===== config.mk =====
export PLATFORM = sky130hd
export DESIGN_NAME = div_radix2_iter_flat
export DESIGN_NICKNAME = d
export VERILOG_FILES = /design/src/rtl/div_radix2_iter_if.sv /design/src/rtl/div_radix2_iter.sv /design/src/flat_wrapper.sv
export SDC_FILE = /design/constraint.sdc
export NUM_CORES = 1
export LEC_CHECK = 0
export CAP_MARGIN = 20
export CORE_ASPECT_RATIO = 1.2
export CORE_MARGIN = 2
export CORE_UTILIZATION = 45
export CTS_BUF_LIST = sky130_fd_sc_hd__clkbuf_16
export DETAILED_ROUTE_END_ITERATION = 12
export PLACE_DENSITY = 0.66
export SLEW_MARGIN = 20
export SYNTH_ARGS = -nofsm -noshare
export SYNTH_HDL_FRONTEND = slang
export SYNTH_SLANG_ARGS = --single-unit
export TNS_END_PERCENT = 5

===== constraint.sdc =====
create_clock -name clk -period 4.6 [get_ports clk]
set_input_delay 0.69 -clock clk [delete_from_list [all_inputs] [get_ports clk]]
set_output_delay 0.69 -clock clk [all_outputs]
set_load 0.005 [all_outputs]

===== src/rtl/div_radix2_iter_if.sv =====
// Request/response bundle between an M-extension issue stage and the radix-2 divider.
// Latency: none (wires only).
// Backpressure: requester holds start until ready; flush kills an in-flight operation.
//
// Ports:
//   start, op[1:0], dividend, divisor, flush : requester -> divider
//   ready, busy, result_valid, result        : divider -> requester
interface div_radix2_iter_if #(
    parameter int DATA_WIDTH = 32
);
    logic                  start;
    logic [1:0]            op;
    logic [DATA_WIDTH-1:0] dividend;
    logic [DATA_WIDTH-1:0] divisor;
    logic                  flush;
    logic                  ready;
    logic                  busy;
    logic                  result_valid;
    logic [DATA_WIDTH-1:0] result;

    modport master (
        output start, op, dividend, divisor, flush,
        input  ready, busy, result_valid, result
    );

    modport slave (
        input  start, op, dividend, divisor, flush,
        output ready, busy, result_valid, result
    );
endinterface


===== src/rtl/div_radix2_iter.sv =====
// Sequential radix-2 restoring divider for RV32M DIV/DIVU/REM/REMU.
// Latency: DATA_WIDTH+1 cycles accept-to-result_valid; 1 cycle for divide-by-zero / signed overflow.
// Backpressure: one op at a time; start is only taken while ready (IDLE); flush abandons the op.
//
// Ports:
//   clk          rising-edge core clock
//   rst_n        synchronous active-low reset
//   bus (slave)  start/op/dividend/divisor/flush in; ready/busy/result_valid/result out
//
// op encoding: 00 DIV, 01 DIVU, 10 REM, 11 REMU. op[0]=1 means unsigned,
// op[1]=1 selects the remainder. CNT_WIDTH must satisfy 2**CNT_WIDTH > DATA_WIDTH.
module div_radix2_iter #(
    parameter int DATA_WIDTH = 32,
    parameter int CNT_WIDTH  = 6
) (
    input  logic             clk,
    input  logic             rst_n,
    div_radix2_iter_if.slave bus
);

    localparam logic [DATA_WIDTH-1:0] MIN_NEG = {1'b1, {(DATA_WIDTH-1){1'b0}}};
    localparam logic [CNT_WIDTH-1:0]  CNT_INIT = CNT_WIDTH'(DATA_WIDTH);
    localparam logic [CNT_WIDTH-1:0]  CNT_LAST = CNT_WIDTH'(1);

    typedef enum logic [1:0] {
        IDLE = 2'd0,
        CALC = 2'd1,
        DONE = 2'd2
    } state_t;

    state_t state_q;
    state_t state_d;

    // Latched operation context
    logic [1:0]            op_q;
    logic                  sign_a_q;   // raw dividend MSB at accept
    logic                  sign_b_q;   // raw divisor MSB at accept
    logic [DATA_WIDTH-1:0] dvs_q;      // divisor magnitude
    logic [DATA_WIDTH-1:0] quo_q;      // dividend magnitude shifting out, quotient shifting in
    logic [DATA_WIDTH-1:0] rem_q;      // partial remainder
    logic [CNT_WIDTH-1:0]  cnt_q;
    logic [DATA_WIDTH-1:0] result_q;

    // ------------------------------------------------------------------
    // Accept-side decode (operates on the live request)
    // ------------------------------------------------------------------
    logic                  accept;
    logic                  in_signed;
    logic                  a_neg;
    logic                  b_neg;
    logic [DATA_WIDTH-1:0] a_mag;
    logic [DATA_WIDTH-1:0] b_mag;
    logic                  div_zero;
    logic                  sgn_ovf;
    logic                  fast_path;
    logic [DATA_WIDTH-1:0] fast_result;

    always_comb begin
        accept    = (state_q == IDLE) && bus.start && !bus.flush;
        in_signed = ~bus.op[0];
        a_neg     = in_signed & bus.dividend[DATA_WIDTH-1];
        b_neg     = in_signed & bus.divisor[DATA_WIDTH-1];
        // -MIN_NEG wraps to MIN_NEG, which is still the correct unsigned magnitude.
        a_mag     = a_neg ? -bus.dividend : bus.dividend;
        b_mag     = b_neg ? -bus.divisor  : bus.divisor;
        div_zero  = (bus.divisor == '0);
        sgn_ovf   = in_signed && (bus.dividend == MIN_NEG) && (bus.divisor == '1);
        fast_path = div_zero | sgn_ovf;

        // Divide-by-zero returns the raw dividend as remainder regardless of sign;
        // signed overflow gives quotient MIN_NEG and remainder 0.
        if (div_zero) begin
            fast_result = bus.op[1] ? bus.dividend : '1;
        end else begin
            fast_result = bus.op[1] ? '0 : MIN_NEG;
        end
    end

    // ------------------------------------------------------------------
    // One restoring step per CALC cycle
    // ------------------------------------------------------------------
    logic [DATA_WIDTH:0]   partial;
    logic                  q_bit;
    logic [DATA_WIDTH-1:0] rem_nxt;
    logic [DATA_WIDTH-1:0] quo_nxt;
    logic                  neg_quo;
    logic                  neg_rem;
    logic [DATA_WIDTH-1:0] quo_fix;
    logic [DATA_WIDTH-1:0] rem_fix;
    logic [DATA_WIDTH-1:0] calc_result;
    logic                  last_iter;

    always_comb begin
        partial = {rem_q, quo_q[DATA_WIDTH-1]};
        // Non-negative difference <=> partial >= divisor.
        q_bit   = (partial >= {1'b0, dvs_q});
        // When subtracting, the true difference is < divisor, so the low
        // DATA_WIDTH bits of a modular subtract are exact. When not, partial
        // is < divisor and therefore its top bit is zero.
        rem_nxt = q_bit ? (partial[DATA_WIDTH-1:0] - dvs_q) : partial[DATA_WIDTH-1:0];
        quo_nxt = {quo_q[DATA_WIDTH-2:0], q_bit};

        neg_quo     = ~op_q[0] & (sign_a_q ^ sign_b_q);
        neg_rem     = ~op_q[0] & sign_a_q;
        quo_fix     = neg_quo ? -quo_nxt : quo_nxt;
        rem_fix     = neg_rem ? -rem_nxt : rem_nxt;
        calc_result = op_q[1] ? rem_fix : quo_fix;
        last_iter   = (cnt_q == CNT_LAST);
    end

    // ------------------------------------------------------------------
    // FSM
    // ------------------------------------------------------------------
    always_ff @(posedge clk) begin
        if (!rst_n) begin
            state_q <= IDLE;
        end else begin
            state_q <= state_d;
        end
    end

    always_comb begin
        state_d          = state_q;
        bus.ready        = 1'b0;
        bus.busy         = 1'b0;
        bus.result_valid = 1'b0;

        case (state_q)
            IDLE: begin
                bus.ready = 1'b1;
                if (accept) begin
                    state_d = fast_path ? DONE : CALC;
                end
            end
            CALC: begin
                bus.busy = 1'b1;
                if (bus.flush) begin
                    state_d = IDLE;
                end else if (last_iter) begin
                    state_d = DONE;
                end
            end
            DONE: begin
                bus.busy         = 1'b1;
                bus.result_valid = ~bus.flush;
                state_d          = IDLE;
            end
            default: begin
                state_d = IDLE;
            end
        endcase
    end

    // ------------------------------------------------------------------
    // Datapath
    // ------------------------------------------------------------------
    always_ff @(posedge clk) begin
        if (!rst_n) begin
            op_q     <= '0;
            sign_a_q <= 1'b0;
            sign_b_q <= 1'b0;
            dvs_q    <= '0;
            quo_q    <= '0;
            rem_q    <= '0;
            cnt_q    <= '0;
            result_q <= '0;
        end else if (accept) begin
            op_q     <= bus.op;
            sign_a_q <= bus.dividend[DATA_WIDTH-1];
            sign_b_q <= bus.divisor[DATA_WIDTH-1];
            dvs_q    <= b_mag;
            quo_q    <= a_mag;
            rem_q    <= '0;
            cnt_q    <= CNT_INIT;
            if (fast_path) begin
                result_q <= fast_result;
            end
        end else if ((state_q == CALC) && !bus.flush) begin
            quo_q <= quo_nxt;
            rem_q <= rem_nxt;
            cnt_q <= cnt_q - CNT_LAST;
            // Result is captured together with the final quotient bit so it
            // is already stable in the DONE cycle.
            if (last_iter) begin
                result_q <= calc_result;
            end
        end
    end

    assign bus.result = result_q;

endmodule


===== src/flat_wrapper.sv =====
// flat-port wrapper written by rule: the top's interface ports become plain ports
module div_radix2_iter_flat 
#(
    parameter int DATA_WIDTH = 32,
    parameter int CNT_WIDTH  = 6
)
  (clk, rst_n, bus_start, bus_op, bus_dividend, bus_divisor, bus_flush, bus_ready, bus_busy, bus_result_valid, bus_result);
  div_radix2_iter_if #(.DATA_WIDTH(DATA_WIDTH)) bus_i ();
  input  logic clk;
  input  logic rst_n;
  input wire logic [$bits(bus_i.start)-1:0] bus_start;
  input wire logic [$bits(bus_i.op)-1:0] bus_op;
  input wire logic [$bits(bus_i.dividend)-1:0] bus_dividend;
  input wire logic [$bits(bus_i.divisor)-1:0] bus_divisor;
  input wire logic [$bits(bus_i.flush)-1:0] bus_flush;
  output wire logic [$bits(bus_i.ready)-1:0] bus_ready;
  output wire logic [$bits(bus_i.busy)-1:0] bus_busy;
  output wire logic [$bits(bus_i.result_valid)-1:0] bus_result_valid;
  output wire logic [$bits(bus_i.result)-1:0] bus_result;
  assign bus_i.start = bus_start;
  assign bus_i.op = bus_op;
  assign bus_i.dividend = bus_dividend;
  assign bus_i.divisor = bus_divisor;
  assign bus_i.flush = bus_flush;
  assign bus_ready = bus_i.ready;
  assign bus_busy = bus_i.busy;
  assign bus_result_valid = bus_i.result_valid;
  assign bus_result = bus_i.result;
  div_radix2_iter #(.DATA_WIDTH(DATA_WIDTH), .CNT_WIDTH(CNT_WIDTH)) u_core (.clk(clk), .rst_n(rst_n), .bus(bus_i));
endmodule

==> metrics.md <==
| Metric | Value |
|---|---|
| Status | completed |
| Vias | about 12000 |
| Hpwl dp | 29.6 mm |
| Post-Synthesis Cells | 1514 |
| Number of remaining DRC errors | 0 |
| RePlAce Congestion | 0.955 |
| Wire length of the first global-routing pass | 60.9 mm |
| Clk buf depth | 2 |
| Worst min-delay path endpoint | u_core.bus.result[5] |
| Asr flop ratio synth | 0 |
| Critical Path End Type | flip-flop |
| CTS tree | yes |
| #FFs+latches synth | 140 |
| Power Density | 399 nW/µm² |
| Met3 routed wirelength | 2.23 mm |
| Nets | 1718 |
| Syn Area/Cell | about 7.4 µm² |
| Worst slew pin tran | 1.09 ns |
| Final core utilization | 0.542 |
| Final worst-path cycle share | 0.952 |
| Overflow after GRT | 0 |
| Num CTS Buffers | 17 |
| Flip-flop and latch area | between 2000 and 3000 µm² |
| Initial Util | 0.457 |
| Synth Warn # | 0 |
| Most used flip-flop cell after synthesis | dfxtp_1 |
| Area leader, netlist | dfxtp_1 |
| Reg clk slew, reported paths | approximately 0.060 ns |
| Setup Skew | 0.00928 ns |
| Num rows | 63 |
| Fin cells | 1942 |
| Post-synth cell types | 102 |
| Place WS | 0.203 ns |
| Leakage power | about 5 nW |
| Core Box Area | between 20000 and 25000 µm² |
| Via count of the first global-routing pass | 11150 |
| Worst r2r src | u_core.rem_q[10] |
| Worst reg2reg setup slack | 0.22 ns |
| Setup_tns | 0 ns |
| Hold Path Class | flip-flop to flip-flop |
| CP Launch Type | flip-flop |
| Drt first pass iters | 8 |
| Max-Cap Viols | 0 |
| Worst Path Arrival | between 4 and 5 ns |
| Mapped Area | roughly 11000 µm² |
| Tmin final | 4.38 ns |
| Largest net degree at the start of global routing | 84 |
| I/O pins | 105 |
| Post-synthesis sequential area ratio | 0.250 |
| Max-slew violation count | 0 |
| Drt wl/cell | 20.0 µm |
| Net count after synthesis | 1627 |
| Peak Freq | about 230 MHz |
| Filler Cells Inserted | about 2400 |
| WL met1 | roughly 16 mm |
| Crit-path max FO | 9 |
| Share of cells above drive strength 1 | 0.0878 |
| Req. time, crit path | 4.91 ns |
| Initial antenna violation count | 1 |
| Clock latency on the worst-skew pair | 0.43 ns |
| Setup WS post-layout | 0.223 ns |
| Rel. slew slack | 0.276 |
| Tot GR Track Use | 0.295 |
| Antenna Cells | 0 |
| Ranking of synthesized cells by area | dfxtp_1 25%, nor2_1 7.0%, xnor2_1 6.6% |
| Worst hold path cell count | 2 |
| RSZ-0062 raised after global routing | false |
| Yosys top cell area share | 0.250 |
| DIE WIDTH | roughly 150 µm |
| Detail Route Antenna Nets | 0 |
| Port bufs | 104 |
| Inst Count DP | 1910 |
| Post-Route WL | 38.8 mm |
| Commonest non-fill, non-tap cell in the layout | nor2_1 |
| DR vias/cell | between 6 and 7 |
| Maximum VDD drop | between 300 and 400 µV |
| Die Span Y | 177 µm |
| Hold Fails Final Rpt | 0 |
| Initial DRC Count | 1030 |
| Top Metal Used | met4 |
| Htree depth | 4 |
| Post-synth EDFFs | 0 |
| HP Start | u_core.bus.result[5] |
| Most frequent cells in the layout | 208 x nor2_1, 138 x dfxtp_1, 125 x a21oi_1, 108 x nand2_1, 104 x clkdlybuf4s50_1 |
| Total power | 5.32 mW |
| Setup-failing EPs final | 0 |
| R2r worst-path depth | 17 |
| Crit Path Category | flip-flop to flip-flop |
| Area growth from synthesis to layout | 18.8% |
| Multi-input logic area | 7810 µm² |
| Worst reg2reg path endpoint | u_core.bus.result[18] |
| Met2 wire len | 18.4 mm |
| # clock sinks | 140 |
| Root Driver | clkbuf_16 |
| Die footprint | 26200 µm² |
[through the flow]
stage / instance area, µm² / hold WS (ns)
5_1_grt: 13300 / 0.490
2_1_floorplan: 11200 / 0.440
3_3_place_gp: 12800 / 0.444
6_report: 13300 / 0.458
4_1_cts: 13300 / 0.465
3_5_place_dp: 12800 / 0.451
[cell type report]
cell class / count / area share
inverter: 67 / 0.0189
multi-input combinational: 1209 / 0.585
tap: 325 / 0.0305
clock buffer: 17 / 0.0319
sequential: 140 / 0.210
clock inverter: 14 / 0.00497
timing repair buffer: 170 / 0.118
[where the power goes]
group | switching, mW | internal [mW] | total, mW
clock | 0.538 | 0.664 | 1.20
sequential | 0.0862 | 1.29 | 1.38
combinational | 1.66 | 1.07 | 2.74
total | 2.29 | 3.03 | 5.32
[cells in the mapped netlist, types with 20 or more instances]
| cell type | n |
|---|---|
| buf_2 | 22 |
| a31oi_1 | 22 |
| xnor2_1 | 85 |
| clkbuf_1 | 61 |
| nor2_1 | 209 |
| nand4_1 | 21 |
| inv_1 | 66 |
| a222oi_1 | 27 |
| dfxtp_1 | 140 |
| xor2_1 | 45 |
| a21oi_1 | 126 |
| a211oi_1 | 64 |
| nor4_1 | 20 |
| ha_1 | 42 |
| nand3_1 | 22 |
| o21ai_0 | 92 |
| nor3_1 | 43 |
| nand2_1 | 108 |
[what timing repair did]
item / CTS / global route
setup buffers: 0 / 1
setup endpoints to repair: 0 / 3
gates resized for setup: 0 / 7
hold buffers: 0 / 0
[critical path, cell delays in order (launching register included)]
cell,delay [ns]
dfxtp_1,0.36
ha_1,0.47
nand4_1,0.28
nor4_4,0.37
a22oi_1,0.13
o211ai_2,0.20
or2_2,0.23
mux2i_1,0.28
ha_1,0.21
nand2_1,0.07
a211oi_1,0.30
buf_4,0.18
a31o_2,0.18
o211a_1,0.19
a21oi_1,0.09
xnor2_1,0.21
a311oi_1,0.37
o21ai_0,0.13
[flip-flops by register name, summed over array words and instances, names as in the netlist]
| signal | cells |
|---|---|
| u_core.quo_q | 32 |
| u_core.sign_a_q | 1 |
| u_core.cnt_q | 6 |
| u_core.state_q | 2 |
| u_core.dvs_q | 32 |
| u_core.bus.result | 32 |
| u_core.sign_b_q | 1 |
| u_core.rem_q | 32 |
| u_core.op_q | 2 |
[cell families (layout without fill, tap and decap cells)]
| logic type | Yosys count | after routing | synth area share |
|---|---|---|---|
| simple gates | 542 | 542 | 0.235 |
| fa+ha+maj | 43 | 43 | 0.0486 |
| compound gates | 475 | 475 | 0.289 |
| mux | 18 | 18 | 0.0165 |
| flops | 140 | 140 | 0.250 |
| xor+xnor | 131 | 131 | 0.103 |
| buf+inv | 165 | 268 | 0.0586 |
[per-layer routing]
layer  track usage  vias up
li1              -     5753
met1         0.377     5532
met2         0.491      456
met3        0.0361       85
met4         0.147        0
met5             0        -
[how the worst max path moves through the flow]
stage	startpoint	slack (ns)	end
2_1_floorplan	u_core.rem_q[3]	0.09	u_core.bus.result[6]
3_3_place_gp	u_core.dvs_q[23]	0.29	u_core.bus.result[18]
3_5_place_dp	bus_divisor[0]	0.20	u_core.bus.result[24]
4_1_cts	u_core.dvs_q[23]	0.22	u_core.bus.result[18]
5_1_grt	u_core.dvs_q[20]	0.02	u_core.bus.result[18]
6_report	u_core.rem_q[10]	0.22	u_core.bus.result[18]
Note: power is estimated with default switching activity, not from simulation.
